### src/rtl/vec_dot_engine.sv
// ----------------------------------------------------------------------------
// vec_dot_engine
//
// Multi-lane integer dot-product engine. On an accepted start the operand
// vectors and the signed/unsigned mode are latched; LANES element products
// are then accumulated per clock over VEC_LEN elements. The full-precision
// sum is reduced to OUT_W bits and an overflow flag reports whether it fit.
//
// Parameters:
//   DATA_W   element width of a and b
//   VEC_LEN  elements per vector (multiple of LANES)
//   LANES    products accumulated per clock (>= 1, divides VEC_LEN)
//   OUT_W    result width (<= 2*DATA_W + clog2(VEC_LEN))
//
// Ports:
//   clk          clock, rising edge
//   rst_n        synchronous active-low reset
//   start        request, sampled only when idle
//   signed_mode  1 = two's-complement operands, 0 = unsigned (latched)
//   a, b         flat operand vectors, element k at [k*DATA_W +: DATA_W]
//   c            result, held until the next result is produced
//   ovf          sum outside OUT_W range for the latched mode
//   busy         high from accept edge until result edge
//   done         one-cycle pulse when c/ovf are valid
//
// Build option:
//   DOT_SATURATE_EN  defined: out-of-range sums clamp c to the mode's
//                    max/min. Undefined: c takes the low OUT_W bits.
// ----------------------------------------------------------------------------
module vec_dot_engine #(
    parameter int DATA_W  = 8,
    parameter int VEC_LEN = 16,
    parameter int LANES   = 2,
    parameter int OUT_W   = 16
) (
    input  logic                      clk,
    input  logic                      rst_n,
    input  logic                      start,
    input  logic                      signed_mode,
    input  logic [VEC_LEN*DATA_W-1:0] a,
    input  logic [VEC_LEN*DATA_W-1:0] b,
    output logic [OUT_W-1:0]          c,
    output logic                      ovf,
    output logic                      busy,
    output logic                      done
);

    localparam int ACC_W  = 2*DATA_W + $clog2(VEC_LEN);
    localparam int N_GRP  = VEC_LEN / LANES;
    localparam int GRP_W  = (N_GRP > 1) ? $clog2(N_GRP) : 1;
    localparam int PROD_W = 2*DATA_W + 2;
    localparam int STEP   = LANES * DATA_W;
    localparam int VEC_W  = VEC_LEN * DATA_W;

    localparam logic [GRP_W-1:0] LAST_GRP = GRP_W'(N_GRP - 1);

    // Range limits held one bit wider than the accumulator so both the
    // unsigned and the sign-extended signed interpretation compare cleanly.
    localparam logic [ACC_W:0] ONE   = {{ACC_W{1'b0}}, 1'b1};
    localparam logic [ACC_W:0] U_LIM = ONE << OUT_W;
    localparam logic [ACC_W:0] S_MAX = (ONE << (OUT_W - 1)) - ONE;
    localparam logic [ACC_W:0] S_MIN = ~(ONE << (OUT_W - 1)) + ONE;

    typedef enum logic {
        IDLE,
        ACCUM
    } state_t;

    state_t             state;
    logic [VEC_W-1:0]   a_q;
    logic [VEC_W-1:0]   b_q;
    logic               mode_q;
    logic [ACC_W-1:0]   acc;
    logic [GRP_W-1:0]   grp;

    logic signed [DATA_W:0]   ea;
    logic signed [DATA_W:0]   eb;
    logic signed [PROD_W-1:0] prod;
    logic [ACC_W-1:0]         lane_sum;
    logic [ACC_W-1:0]         acc_next;
    logic [ACC_W:0]           fin_x;
    logic                     u_over;
    logic                     s_hi;
    logic                     s_lo;
    logic                     ovf_next;
    logic [OUT_W-1:0]         c_next;

    // The latched vectors shift down by one lane group per cycle, so the
    // current group always sits in the low STEP bits.
    // Each element is widened by one bit (sign or zero) so a single signed
    // multiply serves both modes.
    always_comb begin
        lane_sum = '0;
        ea       = '0;
        eb       = '0;
        prod     = '0;
        for (int unsigned l = 0; l < LANES; l++) begin
            ea       = {mode_q & a_q[l*DATA_W + DATA_W - 1], a_q[l*DATA_W +: DATA_W]};
            eb       = {mode_q & b_q[l*DATA_W + DATA_W - 1], b_q[l*DATA_W +: DATA_W]};
            prod     = ea * eb;
            lane_sum = lane_sum + ACC_W'(prod);
        end
    end

    assign acc_next = acc + lane_sum;

    always_comb begin
        fin_x    = mode_q ? {acc_next[ACC_W-1], acc_next} : {1'b0, acc_next};
        u_over   = (fin_x >= U_LIM);
        s_hi     = ($signed(fin_x) > $signed(S_MAX));
        s_lo     = ($signed(fin_x) < $signed(S_MIN));
        ovf_next = mode_q ? (s_hi | s_lo) : u_over;
`ifdef DOT_SATURATE_EN
        if (!mode_q && u_over)
            c_next = '1;
        else if (mode_q && s_hi)
            c_next = {1'b0, {(OUT_W-1){1'b1}}};
        else if (mode_q && s_lo)
            c_next = {1'b1, {(OUT_W-1){1'b0}}};
        else
            c_next = acc_next[OUT_W-1:0];
`else
        c_next = acc_next[OUT_W-1:0];
`endif
    end

    always_ff @(posedge clk) begin
        if (!rst_n) begin
            state  <= IDLE;
            a_q    <= '0;
            b_q    <= '0;
            mode_q <= 1'b0;
            acc    <= '0;
            grp    <= '0;
            c      <= '0;
            ovf    <= 1'b0;
            busy   <= 1'b0;
            done   <= 1'b0;
        end else begin
            done <= 1'b0;
            case (state)
                IDLE: begin
                    if (start) begin
                        state  <= ACCUM;
                        a_q    <= a;
                        b_q    <= b;
                        mode_q <= signed_mode;
                        acc    <= '0;
                        grp    <= '0;
                        busy   <= 1'b1;
                    end
                end
                ACCUM: begin
                    acc <= acc_next;
                    a_q <= a_q >> STEP;
                    b_q <= b_q >> STEP;
                    grp <= grp + GRP_W'(1);
                    if (grp == LAST_GRP) begin
                        state <= IDLE;
                        busy  <= 1'b0;
                        done  <= 1'b1;
                        c     <= c_next;
                        ovf   <= ovf_next;
                    end
                end
                default: state <= IDLE;
            endcase
        end
    end

endmodule

### config.mk
export PLATFORM = sky130hd
export DESIGN_NAME = vec_dot_engine
export DESIGN_NICKNAME = d
export VERILOG_FILES = /design/src/rtl/vec_dot_engine.sv
export SDC_FILE = /design/constraint.sdc
export NUM_CORES = 1
export LEC_CHECK = 0
export ABC_CLOCK_PERIOD_IN_PS = 10100
export BUFFER_PORTS_ARGS = -buffer_cell sky130_fd_sc_hd__buf_2
export CORE_MARGIN = 4
export CORE_UTILIZATION = 55
export CTS_BUF_LIST = sky130_fd_sc_hd__clkbuf_8
export DETAILED_ROUTE_END_ITERATION = 8
export PLACE_DENSITY = 0.77
export SYNTH_ARGS = -nofsm -noshare
export SYNTH_HDL_FRONTEND = slang
export SYNTH_SLANG_ARGS = --single-unit
export TNS_END_PERCENT = 20
### constraint.sdc
create_clock -name clk -period 10.1 [get_ports clk]
set_input_delay 0 -clock clk [delete_from_list [all_inputs] [get_ports clk]]
set_output_delay 0 -clock clk [all_outputs]
set_load 0.01 [all_outputs]
==> results of run 1 <==
synthesized netlist by cell type (2+ instances only):
cell	number
nand2_1	331
dfxtp_1	300
mux2i_1	262
o211a_1	225
inv_1	192
fa_1	175
clkbuf_1	118
ha_1	97
and2_1	80
nor2_1	57
a21oi_1	46
xnor2_1	34
buf_1	32
nor2b_1	30
nor3b_1	23
o21ai_0	12
a21boi_0	10
xor2_1	9
a21o_1	8
nand3_1	7
o211ai_1	6
or2_2	6
nor3_1	5
and3_1	4
o21a_1	4
a311o_1	2
nand2b_1	2
o21ai_1	2
o22ai_1	2
o41a_1	2
flip-flops by register name (all words and copies together), names as in the netlist:
| register | count |
|---|---|
| mode_q | 1 |
| busy | 1 |
| a_q | 128 |
| c | 16 |
| state | 1 |
| acc | 20 |
| b_q | 128 |
| done | 1 |
| ovf | 1 |
| grp | 3 |
cells in the final DEF (no fill, tap or decap), drive strengths merged, types with 30 or more instances in the layout:
master / instances
xnor2: 34
buf: 285
mux2i: 262
nor2b: 30
fa: 175
dlygate4sd3: 301
clkbuf: 68
dfxtp: 300
ha: 97
o211a: 225
inv: 209
and2: 80
nand2: 331
a21oi: 46
nor2: 57
power groups by stage:
stage	registers [mW]	logic, mW	clock network [mW]
final	1.39	1.15	1.18
after global placement	1.40	0.976	0
after global routing	1.40	1.26	1.24
after detailed placement	1.41	1.01	0
after floorplan	1.35	0.781	0
after CTS	1.38	1.12	1.17
per-layer routing:
metal  GRT usage, %  vias to the layer above
met2           51.9                      702
met5              0                        -
met4           14.4                        2
li1               -                     8057
met3           6.69                      209
met1           35.5                     8425
stage by stage:
| step | total power, mW | hold slack [ns] | utilization [%] |
|---|---|---|---|
| floorplan | 2.13 | 0.147 | - |
| global placement | 2.38 | 0.235 | 60.0 |
| detailed placement | 2.42 | 0.240 | 60.0 |
| CTS | 3.67 | 0.00417 | 71.1 |
| global route | 3.90 | 0.0514 | 71.2 |
| finish | 3.72 | 0.0725 | 71.2 |
area by class of cell:
class	instances	area, um2
inverters	192	728
clock inverters	24	159
flip-flops and latches	300	6010
diodes	7	17.5
clock buffers	67	922
repair buffers	587	4500
well taps	468	586
multi-input cells	1461	13200
fillers	2432	10600
worst max path at each step:
| stage | endpoint | startpoint | slack (ns) | cells after the start |
|---|---|---|---|---|
| 2_1_floorplan | ovf | mode_q | 2.36 | 32 |
| 3_3_place_gp | ovf | mode_q | 1.97 | 28 |
| 3_5_place_dp | ovf | b_q[7] | 1.76 | 28 |
| 4_1_cts | ovf | b_q[7] | 1.70 | 28 |
| 5_1_grt | ovf | a_q[7] | 1.27 | 30 |
| 6_report | ovf | b_q[7] | 1.61 | 28 |
worst max-delay path, delay by kind of cell, from the launching register on:
kind	cells	cell delay (ns)
adder cells (fa/ha/maj)	9	3.97
AO/OA/AOI/OAI	8	1.81
AND/OR/NAND/NOR	6	1.41
flip-flops	1	0.57
XOR/XNOR	2	0.43
buffers and inverters	3	0.17
kinds of logic after synthesis:
| logic type | after synthesis |
|---|---|
| buf+inv | 342 |
| compound gates | 335 |
| mux | 262 |
| simple gates | 548 |
| flops | 300 |
| xor+xnor | 44 |
| fa+ha+maj | 272 |
timing repair:
action	4_1_cts	5_1_grt
hold buffers	301	0
endpoints found under the hold margin	286	0
resized for setup	0	0
==> flow_summary.yaml, run 1 <==
sta:
  min_period_ns: 8.49
  finalWorstSetupSlack_ns: 1.61
  setup_viol: 0
  fmax_ghz: 0.118
  fin_crit_sh_pct: 84.1
  rsz0062_at_grt: "false"
  timing.setup.tns_ns: 0
  skew_ns: 0.0133
  relSlewSlack_pct: 11.6
  worstMarginPinSlew_ns: 1.32
  final-max-slew-violation-count: 0
  hold_violations: 0
logic_synthesis:
  synthTopCellsByArea: "dfxtp_1, fa_1, mux2i_1"
  synth_xor_area_share_pct: 1.95
  yosysWarnings: 0
  yosysSeqAreaShare_pct: 29.3
  synthSimpleGateAreaFrac_pct: 12.1
  synth_area_mm2: 0.0205
  yosys.area.top_type: "dfxtp_1"
  synth_cells: 2103
  synth_ff_type: "dfxtp_1"
  async_flop_share_pct: 0
  netlist.area_leader.share_pct: 29.3
  synth_seq_cells: 300
  synth_top_family_by_area: "adder cells"
  syn_nets: 2635
  yosys.area_share.adder_pct: 23.0
  muxShareOfSynthArea_pct: 12.8
  synth_edf_count: 0
  syn_avg_cell_area_um2: 9.75
  synth-compound-area-share_pct: 14.5
  netlist-cell-type-count: 50
power:
  power_density_mw_per_mm2: 142
  ir_worst_vdd_mv: 0.130
  p_comb_share_pct: 30.9
  p_switching_mw: 1.25
  seqPwrFrac_pct: 37.4
  p_sw_share_pct: 33.7
  clkPwrFrac_pct: 31.8
  p_int_mw: 2.46
  p_leak_nw: 14.6
clock_network:
  post_cts_buffers: 0
  cts_made_buffers: 51
  cts_tree: "built"
  insertion_delay_ns: 0.62
  cts_root_buffer: "clkbuf_8"
  h-tree-depth: 2
  cts.sinks: 300
  path_clk_slew_ns: 0.07
  cts_buffer_depth: 3
cells_and_area:
  synthToLayoutAreaGrowth_pct: 27.4
  finalInstanceArea_mm2: 0.0261
  final_cell_count_no_fill: 3106
  fin_nets: 3125
  drive_gt1_share_pct: 14.3
placement:
  placed_cell_area_mm2: 0.0220
  place_inst: 2707
  io_buffers: 278
  gp_congestion: 0.933
  dp_slack_ns: 1.76
  dp_hpwl_mm: 38.2
detailed_routing:
  wl_met1_mm: 24.2
  dr.first_iter.drc_count: 1114
  wl_per_cell_um: 20.0
  num_vias: 17395
  drcViolationCount: 0
  met3_length_mm: 3.88
  via_per_inst: 5.60
  ant_nets: 0
  first_pass_iters: 5
  top_layer: "met5"
  wl_mm: 62.0
  wl_met2_mm: 30.8
critical_path:
  worstSetupEndpointType: "register"
  crit_type: "reg2reg"
  timing.rr.start: "b_q[7]"
  crit_top_cell: "fa_1"
  r2r_slack_ns: 1.61
  cp_max_fo: 11
  cpMaxStageDelayCell: "dfxtp_1"
  reg2reg_to: "ovf"
  max_stage_delay_ns: 0.57
  cp.required_ns: 10.60
  start_kind: "register"
  worst_ep_arrival_time_ns: 8.99
  rr_worst_depth: 28
run_status:
  status: "complete, no violations"
global_route:
  grt_pass1_wl_mm: 98.7
  antenna_found_initial: 8
  grt_pass1_vias: 18749
  grtUsageTotal_pct: 30.0
  grt_overflow: 0
  grt_max_degree: 157
worst_hold_path:
  min_path_type: "in2reg"
  hold_end: "state"
  min_from: "start"
  min_path_cells: 3
floorplan:
  row_count: 70
  die_area_mm2: 0.0404
  die_y_um: 201
  die_w_um: 201
  ios: 279
  core_area_mm2: 0.0367
  start_util_pct: 55.9
job:
  cap_violations: 0
(Power assumes the default switching activity.)
==> run 2, diff against run 1 <==
--- a/config.mk
+++ b/config.mk
@@ -5,13 +5,13 @@
 export SDC_FILE = /design/constraint.sdc
 export NUM_CORES = 1
 export LEC_CHECK = 0
-export ABC_CLOCK_PERIOD_IN_PS = 10100
+export ABC_CLOCK_PERIOD_IN_PS = 6900
 export BUFFER_PORTS_ARGS = -buffer_cell sky130_fd_sc_hd__buf_2
 export CORE_MARGIN = 4
 export CORE_UTILIZATION = 55
 export CTS_BUF_LIST = sky130_fd_sc_hd__clkbuf_8
 export DETAILED_ROUTE_END_ITERATION = 8
-export PLACE_DENSITY = 0.77
+export PLACE_DENSITY = 0.8
 export SYNTH_ARGS = -nofsm -noshare
 export SYNTH_HDL_FRONTEND = slang
 export SYNTH_SLANG_ARGS = --single-unit
==> constraint.sdc (replaced) <==
create_clock -name clk -period 6.9 [get_ports clk]
set_input_delay 0 -clock clk [delete_from_list [all_inputs] [get_ports clk]]
set_output_delay 0 -clock clk [all_outputs]
set_load 0.01 [all_outputs]
==> run 2 against run 1 <==
The run now ends with negative setup slack left; maximum frequency grew 12%; die area is the same; clock skew grew 0.0057 ns; count of clock-buffer cells in the layout shrank 4; non-clock buffer count grew 106; wire length grew 6.8%; sequential power grew 45%; combinational power grew 83%; final cell count grew 3.4%; clock power grew 42%; via count grew 4.6%; design area grew 3.5%.
==> flow_summary.yaml, run 2 (synthesized netlist as in run 1, its figures left out) <==
run_status:
  status: "complete, but fails checks"
  violations: "negative setup slack"
global_route:
  grt_max_degree: 149
  grtUsageTotal_pct: 31.6
  grt_pass1_wl_mm: 104
  antenna_found_initial: 8
  grt_overflow: 0
  grt_pass1_vias: 19578
detailed_routing:
  drcViolationCount: 0
  wl_mm: 66.2
  num_vias: 18201
  ant_nets: 0
  first_pass_iters: 7
  dr.first_iter.drc_count: 1557
  via_per_inst: 5.66
  wl_per_cell_um: 20.6
sta:
  skew_ns: 0.0189
  setup_viol: 11
  final-max-slew-violation-count: 0
  finalWorstSetupSlack_ns: -0.679
  fmax_ghz: 0.132
  hold_violations: 0
  worstMarginPinSlew_ns: 1.29
  fin_crit_sh_pct: 110
  min_period_ns: 7.58
  rsz0062_at_grt: "true"
  relSlewSlack_pct: 13.5
floorplan:
  die_w_um: 201
  ios: 279
  die_area_mm2: 0.0404
  core_area_mm2: 0.0367
  start_util_pct: 55.9
  die_y_um: 201
  row_count: 70
cells_and_area:
  drive_gt1_share_pct: 21.2
  synthToLayoutAreaGrowth_pct: 31.9
  largestRegisters: "a_q: 128 flops, b_q: 128 flops, acc: 20 flops"
  fin_nets: 3231
  final_common_cell: "nand2_1"
  final_cell_mix: "nand2_1, dfxtp_1, buf_2, mux2i_1, dlygate4sd3_1"
  num-fill-cells: 2295
  finalInstanceArea_mm2: 0.0270
placement:
  gp_congestion: 0.938
  dp_hpwl_mm: 40.5
  dp_slack_ns: -0.996
  placed_cell_area_mm2: 0.0230
  io_buffers: 278
clock_network:
  cts.sinks: 300
  path_clk_slew_ns: 0.08
  insertion_delay_ns: 0.64
  cts_root_buffer: "clkbuf_8"
  cts_made_buffers: 51
  cts_tree: "built"
  h-tree-depth: 2
  cts_buffer_depth: 3
worst_hold_path:
  min_path_type: "in2reg"
critical_path:
  worstSetupEndpointType: "register"
  crit_top_cell: "fa_1"
  cpMaxStageDelayCell: "fa_1"
  cp_max_fo: 6
  crit_type: "reg2reg"
  start_kind: "register"
  max_stage_delay_ns: 0.53
  crit_family: "adder cells"
  r2r_slack_ns: -0.68
  cp.required_ns: 7.41
  worst_ep_arrival_time_ns: 8.09
  worst-path-buf-inv: 6
power:
  power_density_mw_per_mm2: 214
  p_sw_share_pct: 34.7
  p_int_mw: 3.77
  ir_worst_vdd_mv: 0.224
  clkPwrFrac_pct: 29.0
  p_switching_mw: 2.00
  seqPwrFrac_pct: 34.8
  p_leak_nw: 15.2
  p_comb_share_pct: 36.3
job:
  cap_violations: 0
run 2: cell count changes in the layout (fill, tap and decap cells not counted), sizes merged:
cell,before,now
buf,285,433
dlygate4sd3,301,259
clkbuf,68,64
inv,209,213
clkinv,3,5
clkinvlp,2,0
diode,7,9
bufinv,2,1
run 2: repair_timing:
action	4_1_cts	5_1_grt
endpoints found under the setup margin	15	17
pin swaps	23	17
setup buffers	12	7
gates resized for setup	43	23
hold buffers	259	0
hold endpoints to repair	261	0
run 2: power by group through the flow:
stage                     registers, mW  logic [mW]  clock network, mW
after global routing               2.02        2.28               1.75
after global placement             2.02        1.70                  0
after floorplan                    1.97        1.15                  0
after CTS                          1.99        1.97               1.66
final                              2.01        2.10               1.67
after detailed placement           2.03        1.77                  0
run 2: final cells by class:
cell class,count,area [um2],area share (%)
inverter,192,728,2.69
sequential,300,6030,22.3
clock inverter,27,160,0.592
tap,468,586,2.17
timing repair buffer,693,5200,19.2
multi-input combinational,1461,13400,49.7
antenna,9,22.5,0.0833
clock buffer,63,867,3.21
run 2: worst paths after layout:
check | from | to | cells past startpoint
worst min-delay path | a[123] | a_q[123] | 4
worst max register to register | mode_q | ovf | 28
worst max-delay path | mode_q | ovf | 28
worst min register to register | c[11] | c[11] | 2
run 2: worst register-to-register path: cells and delay by family, from the launching register on:
kind,cells,cell delay [ns]
buf+inv,6,0.37
xor+xnor,2,0.45
fa+ha+maj,9,4.13
flops,1,0.40
simple gates,5,0.81
compound gates,6,1.27
run 2: per-stage QoR:
step	hold slack (ns)	std cells	util [%]	setup TNS, ns	power [mW]
after floorplan	0.147	2103	-	-1.04	3.13
after global placement	0.233	2838	62.8	-4.20	3.73
after detailed placement	0.243	2838	62.8	-6.56	3.79
after CTS	0.109	3198	73.2	-2.59	5.62
after global routing	0.188	3213	73.7	-6.11	6.05
final	0.181	3213	73.7	-3.29	5.78
run 2: metal layers:
metal / vias up / global-route usage [%] / routed length, um
met3: 253 / 5.43 / 4280
met1: 8817 / 37.5 / 25300
met4: 0 / 17.4 / 3760
li1: 8275 / - / -
met2: 856 / 54.6 / 32900
met5: - / 0 / 0
==> run 3, diff against run 2 <==
--- a/config.mk
+++ b/config.mk
@@ -8,10 +8,9 @@
 export ABC_CLOCK_PERIOD_IN_PS = 6900
 export BUFFER_PORTS_ARGS = -buffer_cell sky130_fd_sc_hd__buf_2
 export CORE_MARGIN = 4
-export CORE_UTILIZATION = 55
-export CTS_BUF_LIST = sky130_fd_sc_hd__clkbuf_8
+export CORE_UTILIZATION = 53
 export DETAILED_ROUTE_END_ITERATION = 8
-export PLACE_DENSITY = 0.8
+export PLACE_DENSITY = 0.77
 export SYNTH_ARGS = -nofsm -noshare
 export SYNTH_HDL_FRONTEND = slang
 export SYNTH_SLANG_ARGS = --single-unit
==> run 3 against run 2 <==
The run still ends with negative setup slack left; die area up 3.6%; largest power group unchanged; setup slack better by 0.095 ns; design area shrank 0.31%; flip-flop and latch count did not move; power increased by 0.52%; maximum frequency increased by 1.3%; register-to-register slack better by 0.09 ns; critical path type unchanged; global-route usage fell by 2.4 points; combinational power decreased by 3%; clock power rose by 6%; via count decreased by 4.0%.
==> flow_summary.yaml, run 3 (synthesized netlist as in run 1, its figures left out) <==
cells_and_area:
  final_common_cell: "nand2_1"
  drive_gt1_share_pct: 19.8
  largestRegisters: "a_q: 128 flops, b_q: 128 flops, acc: 20 flops"
  final_cell_count_no_fill: 3206
  fin_nets: 3196
  synthToLayoutAreaGrowth_pct: 31.5
  final_cell_mix: "nand2_1, dfxtp_1, buf_2, mux2i_1, dlygate4sd3_1"
sta:
  rsz0062_at_grt: "true"
  min_period_ns: 7.48
  fmax_ghz: 0.134
  hold_violations: 0
  fin_crit_sh_pct: 108
  setup_viol: 9
  timing.setup.tns_ns: -2.29
  final-max-slew-violation-count: 0
  skew_ns: 0.0283
  finalWorstSetupSlack_ns: -0.585
  worstMarginPinSlew_ns: 1.34
  relSlewSlack_pct: 10.6
detailed_routing:
  wl_per_cell_um: 19.4
  drcViolationCount: 0
  wl_mm: 62.2
  ant_nets: 0
  first_pass_iters: 5
  via_per_inst: 5.45
  dr.first_iter.drc_count: 1191
  num_vias: 17479
clock_network:
  cts.sinks: 300
  cts_tree: "built"
  h-tree-depth: 2
  cts_buffer_depth: 3
  cts_made_buffers: 34
  cts_root_buffer: "clkbuf_16"
  insertion_delay_ns: 0.53
  path_clk_slew_ns: 0.06
job:
  cap_violations: 0
global_route:
  grt_max_degree: 203
  grt_overflow: 0
  grtUsageTotal_pct: 29.2
  antenna_found_initial: 9
  grt_pass1_vias: 18660
  grt_pass1_wl_mm: 98.0
power:
  power_density_mw_per_mm2: 215
  p_leak_nw: 15.0
  ir_worst_vdd_mv: 0.211
floorplan:
  die_y_um: 205
  start_util_pct: 54.0
  ios: 279
  core_area_mm2: 0.0379
  die_w_um: 205
  row_count: 71
  die_area_mm2: 0.0419
critical_path:
  cp.required_ns: 7.30
  timing.rr.start: "mode_q"
  cpMaxStageDelayCell: "fa_1"
  worst_ep_arrival_time_ns: 7.88
  r2r_slack_ns: -0.58
  worstSetupEndpointType: "register"
  max_stage_delay_ns: 0.52
  crit_type: "reg2reg"
  start_kind: "register"
  crit_top_cell: "fa_1"
  cp_max_fo: 6
  startpoint: "mode_q"
run_status:
  violations: "negative setup slack"
  status: "complete, but fails checks"
placement:
  dp_slack_ns: -0.998
  gp_congestion: 0.912
  dp_hpwl_mm: 40.5
  place_inst: 2874
  io_buffers: 278
worst_hold_path:
  min_path_type: "in2reg"
  min_from: "start"
==> run 3: cell types whose count changed in the layout (fill, tap and decap cells not counted), moves of 2 or more <==
cell	change
inv_1	-16
buf_4	-17
nand2_1	+2
a21oi_2	-2
clkbuf_1	+11
dlygate4sd3_1	-2
a21oi_1	+3
clkbuf_16	+34
clkbuf_8	-61
ha_1	-2
nand2_2	-3
inv_2	-2
==> run 3: stage by stage <==
stage	total power [mW]	area, um2	utilization (%)	hold slack (ns)
finish	5.81	27000	71.1	0.0587
global route	6.09	27000	71.1	0.0922
CTS	5.68	26700	70.5	0.0483
detailed placement	3.79	23000	60.8	0.246
global placement	3.74	23000	60.8	0.235
floorplan	3.13	20600	-	0.147
==> run 3: cell type report <==
cell class,instances,area (um2)
Antenna cell,8,20.0
Clock buffer,47,920
Clock inverter,12,135
Fill cell,2592,11000
Inverter,192,728
Multi-Input combinational cell,1461,13400
Sequential cell,300,6030
Tap cell,511,639
Timing Repair Buffer,675,5070
==> run 3: critical path, delay by kind of cell, from the launching register on <==
family	cells	cell delay (ns)
AOI/OAI and AO/OA	8	1.35
DFF	1	0.41
and+or+nand+nor	6	0.92
buffers and inverters	5	0.46
xor gates and xnor gates	2	0.24
adders and majority gates	9	3.96
==> run 3: final timing paths <==
kind / to / depth (start not counted)
worst max register to register: ovf / 30
worst min register to register: c[0] / 2
worst min-delay path: state / 3
worst max-delay path: ovf / 30
==> run 3: repair_timing <==
item	4_1_cts	5_1_grt
gates resized for setup	18	41
pin swaps	11	15
hold buffers	257	0
setup buffers	5	3
endpoints found under the setup margin	14	17
endpoints found under the hold margin	257	0
==> run 3: report_power, final <==
group	leakage [nW]	switching, mW	internal (mW)
Sequential	2.48	0.118	1.88
Combinational	12.0	1.03	1.01
Clock	0.514	0.751	1.01
==> run 3: routing by layer <==
layer	vias up	track usage [%]	wire length, um
met3	221	5.45	3520
met1	8432	35.0	24700
met5	-	0	13
met4	2	14.6	3520
met2	638	50.4	30500
li1	8186	-	-
